[src/rtl/rst_seq_ctrl_pkg.sv]
// Shared types and constants for the reset sequencer: FSM state encoding,
// default hold/gap lengths and the bit positions inside the cause register.
package rst_seq_ctrl_pkg;

  typedef enum logic [1:0] {
    ST_HOLD   = 2'd0,
    ST_BUSREL = 2'd1,
    ST_RUN    = 2'd2
  } state_e;

  localparam int unsigned STRETCH_DEF = 16;
  localparam int unsigned GAP_DEF     = 4;

  localparam int unsigned CNT_W   = 8;
  localparam int unsigned CAUSE_W = 4;

  localparam int unsigned CAUSE_SOFT = 0;
  localparam int unsigned CAUSE_WB   = 1;
  localparam int unsigned CAUSE_PIN  = 2;
  localparam int unsigned CAUSE_POR  = 3;

  localparam logic [CAUSE_W-1:0] CAUSE_POR_ONLY = CAUSE_W'(1 << CAUSE_POR);

endpackage

[src/rtl/rst_sync2.sv]
// Two-flop synchronizer for a level signal; both flops preset to 1 while
// the asynchronous reset is asserted.
module rst_sync2 (
  input  logic clk,
  input  logic rst_n,
  input  logic d,
  output logic q
);

  logic meta;

  // First flop may go metastable; second flop gives a settled copy.
  always_ff @(posedge clk or negedge rst_n) begin
    if (!rst_n) begin
      meta <= 1'b1;
      q    <= 1'b1;
    end else begin
      meta <= d;
      q    <= meta;
    end
  end

endmodule

[src/rtl/rst_seq_ctrl.sv]
// Reset sequencer: merges soft, wishbone and pin reset requests, holds the bus
// reset for STRETCH cycles after the last request, then releases the core
// reset GAP cycles later. Keeps a sticky record of what caused the reset.
module rst_seq_ctrl
  import rst_seq_ctrl_pkg::*;
#(
  parameter int unsigned STRETCH = STRETCH_DEF,
  parameter int unsigned GAP     = GAP_DEF
) (
  input  logic               i_clk,
  input  logic               i_rst_n,
  input  logic               i_soft_rst,
  input  logic               i_wb_rst,
  input  logic               i_pin_rst,
  input  logic               i_cause_clr,
  output logic               o_rst_bus,
  output logic               o_rst_core,
  output logic [CAUSE_W-1:0] o_cause,
  output logic               o_busy
);

  localparam logic [CNT_W-1:0] STRETCH_LAST = CNT_W'(STRETCH - 1);
  localparam logic [CNT_W-1:0] GAP_LAST     = CNT_W'(GAP - 1);

  state_e             state;
  state_e             state_nxt;
  logic [CNT_W-1:0]   cnt;
  logic [CNT_W-1:0]   cnt_nxt;
  logic               pin_n_s;
  logic               pin_s;
  logic               req;
  logic [CAUSE_W-1:0] cause_set;

  // The pin is carried through the synchronizer inverted, so the preset-to-1
  // flops read as "no pin request" right after power-on reset is released.
  rst_sync2 u_pin_sync (
    .clk   (i_clk),
    .rst_n (i_rst_n),
    .d     (~i_pin_rst),
    .q     (pin_n_s)
  );

  assign pin_s = ~pin_n_s;
  assign req   = pin_s | i_soft_rst | i_wb_rst;

  // Next-state and counter logic; any request restarts the hold from zero.
  always_comb begin
    state_nxt = state;
    cnt_nxt   = cnt;
    if (req) begin
      state_nxt = ST_HOLD;
      cnt_nxt   = '0;
    end else begin
      case (state)
        ST_HOLD: begin
          if (cnt == STRETCH_LAST) begin
            state_nxt = ST_BUSREL;
            cnt_nxt   = '0;
          end else begin
            cnt_nxt = cnt + 1'b1;
          end
        end
        ST_BUSREL: begin
          if (cnt == GAP_LAST) begin
            state_nxt = ST_RUN;
          end else begin
            cnt_nxt = cnt + 1'b1;
          end
        end
        ST_RUN: begin
          state_nxt = ST_RUN;
        end
        default: begin
          state_nxt = ST_HOLD;
          cnt_nxt   = '0;
        end
      endcase
    end
  end

  // Cause bits raised this cycle by each synchronized request source.
  always_comb begin
    cause_set             = '0;
    cause_set[CAUSE_PIN]  = pin_s;
    cause_set[CAUSE_WB]   = i_wb_rst;
    cause_set[CAUSE_SOFT] = i_soft_rst;
  end

  // State register plus registered outputs decoded from the next state, so
  // the resets change on the same edge as the state with no decode glitches.
  always_ff @(posedge i_clk or negedge i_rst_n) begin
    if (!i_rst_n) begin
      state      <= ST_HOLD;
      cnt        <= '0;
      o_rst_bus  <= 1'b1;
      o_rst_core <= 1'b1;
      o_busy     <= 1'b1;
    end else begin
      state      <= state_nxt;
      cnt        <= cnt_nxt;
      o_rst_bus  <= (state_nxt == ST_HOLD);
      o_rst_core <= (state_nxt != ST_RUN);
      o_busy     <= (state_nxt != ST_RUN);
    end
  end

  // Sticky cause register; a set on the same edge as a clear wins.
  always_ff @(posedge i_clk or negedge i_rst_n) begin
    if (!i_rst_n) begin
      o_cause <= CAUSE_POR_ONLY;
    end else begin
      o_cause <= (i_cause_clr ? '0 : o_cause) | cause_set;
    end
  end

endmodule

[config.mk]
export PLATFORM = sky130hd
export DESIGN_NAME = rst_seq_ctrl
export DESIGN_NICKNAME = d
export VERILOG_FILES = /design/src/rtl/rst_seq_ctrl_pkg.sv /design/src/rtl/rst_sync2.sv /design/src/rtl/rst_seq_ctrl.sv
export SDC_FILE = /design/constraint.sdc
export NUM_CORES = 1
export LEC_CHECK = 0
export BUFFER_PORTS_ARGS = -buffer_cell sky130_fd_sc_hd__buf_2
export CORE_MARGIN = 2
export CORE_UTILIZATION = 48
export CTS_BUF_LIST = sky130_fd_sc_hd__clkbuf_4
export DETAILED_ROUTE_END_ITERATION = 16
export GPL_TIMING_DRIVEN = 0
export PLACE_DENSITY_LB_ADDON = 0.25
export SYNTH_ARGS = -nofsm -noshare
export SYNTH_HDL_FRONTEND = slang
export SYNTH_SLANG_ARGS = --single-unit
[constraint.sdc]
create_clock -name i_clk -period 3.58 [get_ports i_clk]
set_clock_uncertainty 0.05 [all_clocks]
set_input_delay 0.179 -clock i_clk [delete_from_list [all_inputs] [get_ports i_clk]]
set_output_delay 0.179 -clock i_clk [all_outputs]
set_load 0.02 [all_outputs]
==> results.tsv <==
metric	value	unit
place.gp.congestion	0.796	
worstReg2RegStart	u_pin_sync.q$_DFF_PN1_	
cts.clk_slew.worst_paths	0.10	ns
wl_per_cell	12.8	um
antenna_left	0	
rows	15	
routed_via_density	5.47	
max_clock_freq	498	MHz
yosysTopAreaCell	dfrtp_1	
p_leak	0.489	nW
rrSetupSlack	1.57	ns
yosysMostFrequentCell	dfrtp_1	
layout.cells.non_filler	127	
final_core_util	59.9	%
rr_endpoint	cnt[0]$_DFFE_PN0P_	
status	finished clean	
cts_buffer_depth	2	
synth_compound_area_share	19.0	%
drtPass1Iterations	4	
cts_root_buf	clkbuf_4	
clk_latency	0.29	ns
drive_above_1_share	27.5	%
dp.cells	120	
top_usage_layer	met2	
p_clk_share	30.4	%
grt_util_met3	2.31	%
port_buffers	12	
setup_viol_count_final	0	
max_cap_violations	0	
synth_edf_count	0	
diodes	0	
hold_viol_final	0	
cts_sinks	18	
finalPower	0.340	mW
irDropWorstVdd	0.288	mV
synth_area_leaders	dfrtp_1 (37%), dfstp_2 (15%), a31oi_1 (3.5%), o21ai_0 (3.4%), inv_1 (3.0%)	
min_path_cells	2	
min_path_type	in2reg	
cp-end-kind	flop	
use_met1	22.9	%
finalMaxSlewViolations	0	
rr_worst_depth	4	
yosysUniqueCellTypes	35	
p_sw	0.0800	mW
worstPathRequired	3.72	ns
fin_nets	110	
tns	0	ns
synthSimpleGateAreaFrac	18.1	%
first_iter_violations	10	
hold_end	o_cause[1]$_DFF_PN0_	
synth_mux_area_share	3.95	%
timing.hold.ws	0.0543	ns
pwr-share-comb	7.6	%
io_pins	13	
core	1730	um2
cts_resized	0	
drt_wl_total	1.63	mm
met2_usage	32.9	%
ys_top_cells_by_count	dfrtp_1 (13), inv_1 (7), nand2_1 (6), o21ai_0 (6)	
layout_setup_ws	1.57	ns
die_h	47.0	um
antenna_found_initial	0	
powerDensity	329	nW/um2
vias	695	
die_x	47.0	um
grt_max_degree	19	
worstPathArrival	2.15	ns
track_usage	18.7	%
cp-start-kind	flop	
critPathKind	reg2reg	
synth_seq_area_share	51.5	%
synth_xor_area_share	0	%
initial_core_util	51.4	%
cts_tree	built	
p_sw_share	23.5	%
synth-seq-cells	18	
synth_fp_nets	90	
drc	0	
synthAdderAreaFrac	1.41	%
min_period	2.01	ns
worst_pin_slew	0.500	ns
p_int	0.260	mW
dp_hpwl	1.12	mm
yosys.area.top_type_share	36.7	%
ys_warn_count	0	
grt.overflow.total	0	
synth_top_family_by_area	compound AO/OA/AOI/OAI gates	
cts_made_buffers	3	
maxSlewHeadroom	66.2	%
period_share	56.1	%
dieArea	2210	um2
async_flop_share	100	%
syn_area	887	um2
seqPwrFrac	62.0	%
synth_area_per_cell	10.7	um2
area_growth_syn_to_layout	16.6	%
pre_cts_slack	1.59	ns
rsz0062_at_grt	no	
synthFlopType	dfrtp_1	
place_area	978	um2
stdcell_area	1030	um2
hp-start	i_wb_rst	
grt_pass1_vias	673	
syn_inst	83	
n_fill_cell	156	
critPathMaxFanout	7	
htree_levels	1	
grt_pass1_wl	2.86	mm
## metal layers
| metal | routed length (um) | part of all wire, % |
|---|---|---|
| met5 | 0 | 0 |
| met4 | 22 | 1.4 |
| met3 | 58 | 3.6 |
| met2 | 796 | 49 |
| met1 | 748 | 46 |
## cells by family after synthesis
group | Yosys count
AND/OR/NAND/NOR | 27
adder cells (fa/ha/maj) | 1
AO/OA/AOI/OAI | 23
buffers and inverters | 11
flip-flops | 18
multiplexers | 3
## layout make-up
cell class	instances	area [um2]	area share, %
plain buffers	4	27.5	2.66
clock buffers	3	22.5	2.18
clock inverters	1	3.75	0.363
inverters	7	26.3	2.54
multi-input cells	54	377	36.4
flip-flops and latches	18	457	44.1
well taps	25	31.3	3.02
repair buffers	15	90.1	8.71
## critical path: stages (launching register included)
cell and delay (ns):
dfstp_2 0.56, or4b_4 0.46, buf_6 0.16, o31a_4 0.38, mux2_4 0.30
## power groups by stage
stage / Combinational [mW] / Sequential [mW] / Clock [mW]
finish: 0.0257 / 0.211 / 0.103
global route: 0.0291 / 0.212 / 0.116
CTS: 0.0260 / 0.211 / 0.107
detailed placement: 0.0235 / 0.215 / 0
global placement: 0.0231 / 0.214 / 0
floorplan: 0.00897 / 0.217 / 0
## sequential cells by signal, summed over array words and instances, names as in the netlist
name	count
state	2
u_pin_sync.q	1
cnt	8
u_pin_sync.meta	1
o_busy	1
o_rst_bus	1
o_cause	4
## how the worst max path moves through the flow
stage	startpoint	to	slack, ns	depth (start not counted)
finish	u_pin_sync.q$_DFF_PN1_	cnt[0]$_DFFE_PN0P_	1.57	4
global route	cnt[0]$_DFFE_PN0P_	cnt[0]$_DFFE_PN0P_	1.42	5
CTS	u_pin_sync.q$_DFF_PN1_	cnt[0]$_DFFE_PN0P_	1.58	4
detailed placement	u_pin_sync.q$_DFF_PN1_	cnt[0]$_DFFE_PN0P_	1.59	4
global placement	u_pin_sync.q$_DFF_PN1_	cnt[0]$_DFFE_PN0P_	1.60	4
floorplan	u_pin_sync.q$_DFF_PN1_	cnt[0]$_DFFE_PN0P_	1.64	4
## repair_timing
| action | in CTS | in global routing |
|---|---|---|
| endpoints found under the hold margin | 15 | 0 |
| setup buffers | 0 | 0 |
| hold buffers | 3 | 0 |
## layout by cell type (no fill, tap or decap), types with 2 or more instances in the layout
master | netlist | routed
a21oi_1 | 4 | 4
a31oi_1 | 5 | 5
and2_1 | 2 | 2
and3_1 | 2 | 2
buf_2 | 1 | 13
clkbuf_4 | 0 | 3
dfrtp_1 | 13 | 13
dfstp_2 | 5 | 5
dlygate4sd3_1 | 0 | 3
inv_1 | 7 | 7
mux2i_1 | 2 | 2
nand2_1 | 6 | 6
nand3_1 | 3 | 3
nor2_1 | 4 | 4
nor4b_1 | 2 | 2
o21ai_0 | 6 | 6
Power figures use the tool's default switching activity.
